File: config.mk
export PLATFORM = sky130hd
export DESIGN_NAME = rst_seq_xil7series
export DESIGN_NICKNAME = d
export VERILOG_FILES = /design/src/rtl/rst_seq_xil7series.sv
export SDC_FILE = /design/constraint.sdc
export NUM_CORES = 1
export LEC_CHECK = 0
export BUFFER_PORTS_ARGS = -buffer_cell sky130_fd_sc_hd__buf_4
export CAP_MARGIN = 5
export CELL_PAD_IN_SITES_DETAIL_PLACEMENT = 1
export CELL_PAD_IN_SITES_GLOBAL_PLACEMENT = 1
export CORE_MARGIN = 5
export CORE_UTILIZATION = 23
export DETAILED_ROUTE_END_ITERATION = 7
export GPL_TIMING_DRIVEN = 0
export PLACE_DENSITY_LB_ADDON = 0.1
export SYNTH_ARGS = -nofsm -noshare
export SYNTH_HDL_FRONTEND = slang
export SYNTH_SLANG_ARGS = --single-unit
File: constraint.sdc
create_clock -name clk_i -period 2 [get_ports clk_i]
set_clock_uncertainty 0.15 [all_clocks]
set_input_delay 0.3 -clock clk_i [delete_from_list [all_inputs] [get_ports clk_i]]
set_output_delay 0.3 -clock clk_i [all_outputs]
set_load 0.01 [all_outputs]
File: src/rtl/rst_seq_xil7series.sv
// rst_seq_xil7series: qualifies MMCM lock, then releases peripheral reset and, StretchCycles later, system reset
// Ports: clk_i, rst_ni (async active-low), pll_locked_i (async), sw_rst_req_i,
//        rst_periph_no, rst_sys_no, rst_cause_o, lock_lost_o, lock_timeout_o.
// Optional: define RST_SEQ_LOCK_TIMEOUT_EN to build the WAIT_LOCK timeout flag.
module rst_seq_xil7series #(
    parameter int unsigned SyncStages        = 2,
    parameter int unsigned LockFilterCycles  = 16,
    parameter int unsigned StretchCycles     = 64,
    parameter int unsigned LockTimeoutCycles = 4096
) (
    input  logic       clk_i,
    input  logic       rst_ni,
    input  logic       pll_locked_i,
    input  logic       sw_rst_req_i,
    output logic       rst_periph_no,
    output logic       rst_sys_no,
    output logic [1:0] rst_cause_o,
    output logic       lock_lost_o,
    output logic       lock_timeout_o
);
    localparam int unsigned MaxAB     = (LockFilterCycles > StretchCycles) ? LockFilterCycles : StretchCycles;
    localparam int unsigned MaxCycles = (MaxAB > LockTimeoutCycles) ? MaxAB : LockTimeoutCycles;
    localparam int unsigned CntW      = $clog2(MaxCycles) + 1;
    localparam logic [CntW-1:0] FiltLast    = CntW'(LockFilterCycles - 1);
    localparam logic [CntW-1:0] StretchLast = CntW'(StretchCycles - 1);

    typedef enum logic [1:0] {WAIT_LOCK, PERIPH_REL, RUN} state_t;

    state_t              state_q;
    logic [CntW-1:0]     cnt_q;
    logic [SyncStages-1:0] sync_q;
    logic                lock_s;
    logic                periph_q;
    logic                sys_q;
    logic [1:0]          cause_q;
    logic                lost_q;

    assign lock_s = sync_q[SyncStages-1];

    always_ff @(posedge clk_i or negedge rst_ni) begin
        if (!rst_ni) sync_q <= '0;
        else         sync_q <= {sync_q[SyncStages-2:0], pll_locked_i};
    end

    always_ff @(posedge clk_i or negedge rst_ni) begin
        if (!rst_ni) begin
            state_q  <= WAIT_LOCK;
            cnt_q    <= '0;
            periph_q <= 1'b0;
            sys_q    <= 1'b0;
            cause_q  <= 2'b00;
            lost_q   <= 1'b0;
        end else begin
            case (state_q)
                WAIT_LOCK: begin
                    if (!lock_s) cnt_q <= '0;
                    else if (cnt_q == FiltLast) begin
                        state_q  <= PERIPH_REL;
                        cnt_q    <= '0;
                        periph_q <= 1'b1;
                    end else cnt_q <= cnt_q + 1'b1;
                end
                PERIPH_REL: begin
                    if (!lock_s) begin
                        state_q  <= WAIT_LOCK;
                        cnt_q    <= '0;
                        periph_q <= 1'b0;
                        cause_q  <= 2'b10;
                        lost_q   <= 1'b1;
                    end else if (cnt_q == StretchLast) begin
                        state_q <= RUN;
                        cnt_q   <= '0;
                        sys_q   <= 1'b1;
                    end else cnt_q <= cnt_q + 1'b1;
                end
                RUN: begin
                    // lock loss takes priority over a coincident software request
                    if (!lock_s || sw_rst_req_i) begin
                        state_q  <= WAIT_LOCK;
                        cnt_q    <= '0;
                        periph_q <= 1'b0;
                        sys_q    <= 1'b0;
                        cause_q  <= !lock_s ? 2'b10 : 2'b01;
                        lost_q   <= lost_q | !lock_s;
                    end
                end
                default: begin
                    state_q  <= WAIT_LOCK;
                    cnt_q    <= '0;
                    periph_q <= 1'b0;
                    sys_q    <= 1'b0;
                end
            endcase
        end
    end

`ifdef RST_SEQ_LOCK_TIMEOUT_EN
    localparam logic [CntW-1:0] TmoLast = CntW'(LockTimeoutCycles - 1);
    logic [CntW-1:0] tmo_cnt_q;
    logic            tmo_q;

    // counts every WAIT_LOCK cycle regardless of lock_s and saturates at the limit
    always_ff @(posedge clk_i or negedge rst_ni) begin
        if (!rst_ni) begin
            tmo_cnt_q <= '0;
            tmo_q     <= 1'b0;
        end else if (state_q != WAIT_LOCK) begin
            tmo_cnt_q <= '0;
        end else if (tmo_cnt_q == TmoLast) begin
            tmo_q <= 1'b1;
        end else begin
            tmo_cnt_q <= tmo_cnt_q + 1'b1;
        end
    end

    assign lock_timeout_o = tmo_q;
`else
    assign lock_timeout_o = 1'b0;
`endif

    assign rst_periph_no = periph_q;
    assign rst_sys_no    = sys_q;
    assign rst_cause_o   = cause_q;
    assign lock_lost_o   = lost_q;
endmodule

Yosys cells after proc, flatten, opt, wreduce, memory -nomap -nowiden
Index checks and enable logic that the tools add are counted.
- register bits: 22
- logic and storage cells: 56
- add/subtract/negate cells: 1
- eq/ne operators: 11
- mux-type cells: 27
- bitwise logic cells: 2
- reductions and logical operators: 8
- operators with widths (operator ; count):
    $mux W13 ; 5
    $pmux W13 S3 ; 1
    $mux W2 ; 8
    $add A13 B1 Y13 const B ; 1
    $eq A13 B4 Y1 const B ; 1
    $eq A13 B6 Y1 const B ; 1
    $ne A2 B2 Y1 const B ; 6
    $reduce_and A4 Y1 ; 3
    $mux W1 ; 8
    $pmux W1 S3 ; 2
    $pmux W2 S3 ; 1
    $pmux W2 S2 ; 1
    $ne A3 B3 Y1 const B ; 1
    $reduce_and A3 Y1 ; 1
    $eq A2 B1 Y1 const B ; 1
    $eq A2 B2 Y1 const B ; 1
    $logic_not A2 Y1 ; 1
    $pmux W1 S2 ; 1
    $reduce_bool A2 Y1 ; 1
    $logic_not A1 Y1 ; 1
    $logic_or A1 B1 Y1 ; 1
    $not A1 Y1 ; 1
    $or A1 B1 Y1 ; 1

Logic depth before layout (Yosys ltp)
- depth in word-level cells: 4
- gate-level depth with buffers: 6
- depth with buffers taken out: 5

Worst setup path before layout
No wires, ideal clock.
- path kind: reg-to-reg
- from: register cnt_q[8]
- to: register cnt_q[1]
- arrival: 1.671 ns
- required time: 1.728 ns
- path slack: 0.058 ns
- stages on the path, launching flop included: 4
- buffers on the path: 0
- clock period less this slack: 1.942 ns
- path through: dfrtp_1 or4_4 a2111o_1 a32o_1
- cells in the longest elaborated chain, start to end: 4
- elaborated cells on any way between the ends: 7
- ends and longest elaborated chain (element ; RTL line ; RTL):
    from (decl) ; 30 ; logic [CntW-1:0] cnt_q;
    from (signal assigned) ; 61 ; end else cnt_q <= cnt_q + 1'b1;
    from (signal assigned) ; 74 ; end else cnt_q <= cnt_q + 1'b1;
    $eq A13 B6 Y1 or $eq A13 B4 Y1 (tied branches) ; 70, 57 ;
    $mux W13, on equally long branches ; 70, 57 ;
    $mux W13, on equally long branches ; 64, 56 ;
    $pmux W13 S3 * ; 54 ; case (state_q)
Mark *: on every way between the ends. The rest lies on a longest branch, timed or not.
A chain may end at the register's enable or synchronous reset.

Final worst setup path
- from: register cnt_q[9]
- to: register cnt_q[5]
The elaborated chain is that of the path after synthesis.

==> impl_metrics.env <==
export IMPL_max_cap_violations=0
export IMPL_wl_per_cell_um=15.2
export IMPL_rsz0062_at_grt="yes"
export IMPL_drv_slew=0
export IMPL_seq_power_share_pct=58.8
export IMPL_seq_area_frac_synth_pct=47.7
export IMPL_rows=25
export IMPL_finalHoldViolations=0
export IMPL_first_pass_iters=4
export IMPL_coreArea_mm2=0.00479
export IMPL_min_to="state_q[1]$_DFFE_PN0P_"
export IMPL_critPathKind="reg -> reg"
export IMPL_outcome="finished, violations left"
export IMPL_postRouteAntennaNets=0
export IMPL_yosys_warnings=0
export IMPL_synth_top_area_share_pct=47.7
export IMPL_crit_arrival_ps=2040
export IMPL_busiest_layer="met2"
export IMPL_dp_cells=196
export IMPL_use_met1_pct=12.8
export IMPL_cts_tree="yes"
export IMPL_port_buffers=8
export IMPL_vias_per_cell=4.83
export IMPL_worst_slack_ps=-53.5
export IMPL_p_switching_mw=0.177
export IMPL_antenna_cells=0
export IMPL_synth_area_per_cell_um2=9.54
export IMPL_power_frac_comb_pct=6.1
export IMPL_grt_overflow=0
export IMPL_fin_crit_sh_pct=103
export IMPL_drive_gt1_share_pct=19.9
export IMPL_failed_checks="setup timing"
export IMPL_ys_flop_type="dfrtp_1"
export IMPL_antenna_found_initial=0
export IMPL_setup_violations=8
export IMPL_hp_class="in -> reg"
export IMPL_relSlewSlack_pct=61.6
export IMPL_synthesis_nets=126
export IMPL_r2r_end="cnt_q[5]$_DFFE_PN0N_"
export IMPL_synth_cell_types=42
export IMPL_drc_errors=0
export IMPL_r2r_start="cnt_q[9]$_DFFE_PN0N_"
export IMPL_drt_total_wl_um=3080
export IMPL_r2r_setup_slack_ps=-50
export IMPL_p_int_mw=0.605
export IMPL_drt_initial_drc_count=19
export IMPL_tns_ps=-220
export IMPL_pwr_share_clk_pct=35.1
export IMPL_synth_edf_count=0
export IMPL_worst_pin_slew_ps=576
export IMPL_clk_pin_slew_ps=80
export IMPL_clockBufferDepth=2
export IMPL_nets=143
export IMPL_finish_utilization_pct=29.4
export IMPL_whs_ps=179
export IMPL_netlist_instances=121
export IMPL_mostFrequentLayoutCell="dfrtp_1"
export IMPL_netlist_area_mm2=0.00115
export IMPL_die_area_mm2=0.00654
export IMPL_r2r_cells=4
export IMPL_grt_use_met2_pct=18.1
export IMPL_start_util_pct=24.1
export IMPL_die_x_um=80.9
export IMPL_num_fill_cells=572
export IMPL_async_flop_share_pct=100
export IMPL_hold_depth=3
export IMPL_synthTopCellsByArea="dfrtp_1 (48%), nand2_1 (4.6%), xnor2_1 (3.0%)"
export IMPL_worstPathRequired_ps=1990
export IMPL_min_from="sw_rst_req_i"
export IMPL_grt_pass1_wl_um=5250
export IMPL_ys_seq_elements=22
export IMPL_cts_inserted_buffers=3
export IMPL_endpoint_kind="register"
export IMPL_track_usage_pct=10.4
export IMPL_power_density_mw_per_mm2=556
export IMPL_pin_count=10
export IMPL_dp_hpwl_um=2220
export IMPL_h_tree_depth=1
export IMPL_worstPathMaxFanout=5
export IMPL_die_h_um=80.9
export IMPL_finalCriticalPeriod_ps=2050
export IMPL_instances_no_fill=203
export IMPL_cts_sinks=22
export IMPL_area_growth_pct=21.7
export IMPL_power_mw=0.782
export IMPL_gp_congestion=0.724
export IMPL_cts_root_buf="clkbuf_8"
export IMPL_grt_pass1_vias=1054
export IMPL_synth_top_area_cell="dfrtp_1"
export IMPL_swShare_pct=22.6
export IMPL_cp_start_kind="register"
export IMPL_met3_usage_pct=2.66
export IMPL_ir_drop_mv=0.220
export IMPL_layout_common_cells="dfrtp_1 (21), nand2_1 (14), buf_4 (12)"
export IMPL_vias=981
export IMPL_clk_latency_ps=260
export IMPL_max_freq_mhz=487
export IMPL_grt_max_degree=23
export IMPL_cellLeakagePower_nw=0.541
synthesized netlist by cell type, types with 2 or more instances:
cell type / n
dfrtp_1: 22
nand2_1: 14
nor2_1: 7
nand3_1: 6
a21oi_1: 4
clkbuf_1: 4
inv_1: 4
nor4_1: 4
o21ai_0: 4
o31ai_1: 4
or4_1: 4
xnor2_1: 4
nand2b_1: 3
o211ai_1: 3
or3_1: 3
a21boi_0: 2
a31oi_1: 2
nand4_1: 2
nor3b_1: 2
power by group through the flow:
stage / logic, mW / registers [mW] / clock network [mW]
2_1_floorplan: 0.0225 / 0.466 / 0
3_3_place_gp: 0.0426 / 0.468 / 0
3_5_place_dp: 0.0441 / 0.468 / 0
4_1_cts: 0.0477 / 0.459 / 0.289
5_1_grt: 0.0545 / 0.461 / 0.305
6_report: 0.0477 / 0.460 / 0.274
registers in the layout (all words and copies together), names as in the netlist:
| signal | count |
|---|---|
| rst_periph_no | 1 |
| rst_sys_no | 1 |
| lock_lost_o | 1 |
| rst_cause_o | 2 |
| cnt_q | 13 |
| sync_q | 2 |
| state_q | 2 |
cell type report:
cell class | instances | area (um^2) | area share [%]
inverters | 4 | 15.0 | 1.07
multi-input cells | 89 | 588 | 41.9
repair buffers | 13 | 103 | 7.30
clock buffers | 3 | 41.3 | 2.94
plain buffers | 5 | 22.5 | 1.60
flip-flops and latches | 22 | 552 | 39.3
well taps | 67 | 83.8 | 5.97
repair_timing:
item                                    in CTS  in global routing
endpoints found under the hold margin       23                  0
hold buffers                                 2                  0
gates resized for setup                      4                  4
buffers inserted                             2                  1
pin swaps                                    9                  5
endpoints found under the setup margin      15                 16
worst max-delay path, stage by stage (launching register included):
cell and delay (ps):
dfrtp_1 390, or4_4 570, a2111o_1 500, a31oi_1 230, o22ai_1 100
through the flow:
stage	cell area [um^2]	worst slack, ps
after global placement	1300	-150
final	1410	-53.5
after global routing	1410	-126
after floorplan	1150	57.8
after detailed placement	1300	-185
after CTS	1390	-74.1
how the worst max path moves through the flow:
stage | from | end | slack [ps] | cells after the start
after global routing | cnt_q[9]$_DFFE_PN0N_ | cnt_q[5]$_DFFE_PN0N_ | -130 | 4
after CTS | cnt_q[8]$_DFFE_PN0N_ | cnt_q[5]$_DFFE_PN0N_ | -70 | 4
after global placement | cnt_q[8]$_DFFE_PN0N_ | rst_sys_no$_DFFE_PN0P_ | -150 | 4
after detailed placement | cnt_q[8]$_DFFE_PN0N_ | rst_sys_no$_DFFE_PN0P_ | -190 | 4
after floorplan | cnt_q[8]$_DFFE_PN0N_ | cnt_q[1]$_DFFE_PN0N_ | 60 | 3
final | cnt_q[9]$_DFFE_PN0N_ | cnt_q[5]$_DFFE_PN0N_ | -50 | 4
layer usage:
layer  up-vias  part of all wire (%)
li1        471                     -
met1       499                    48
met2         9                    49
met3         2                   2.4
met4         0                  0.84
met5         -                     0
cell families after synthesis:
| kind of cell | after synthesis | synth area share (%) |
|---|---|---|
| simple gates | 53 | 25.4 |
| compound gates | 29 | 18.0 |
| flops | 22 | 47.7 |
| buf+inv | 10 | 3.68 |
| xor+xnor | 4 | 3.03 |
| fa+ha+maj | 2 | 1.95 |
| other cells | 1 | 0.325 |
(Power assumes the default switching activity.)
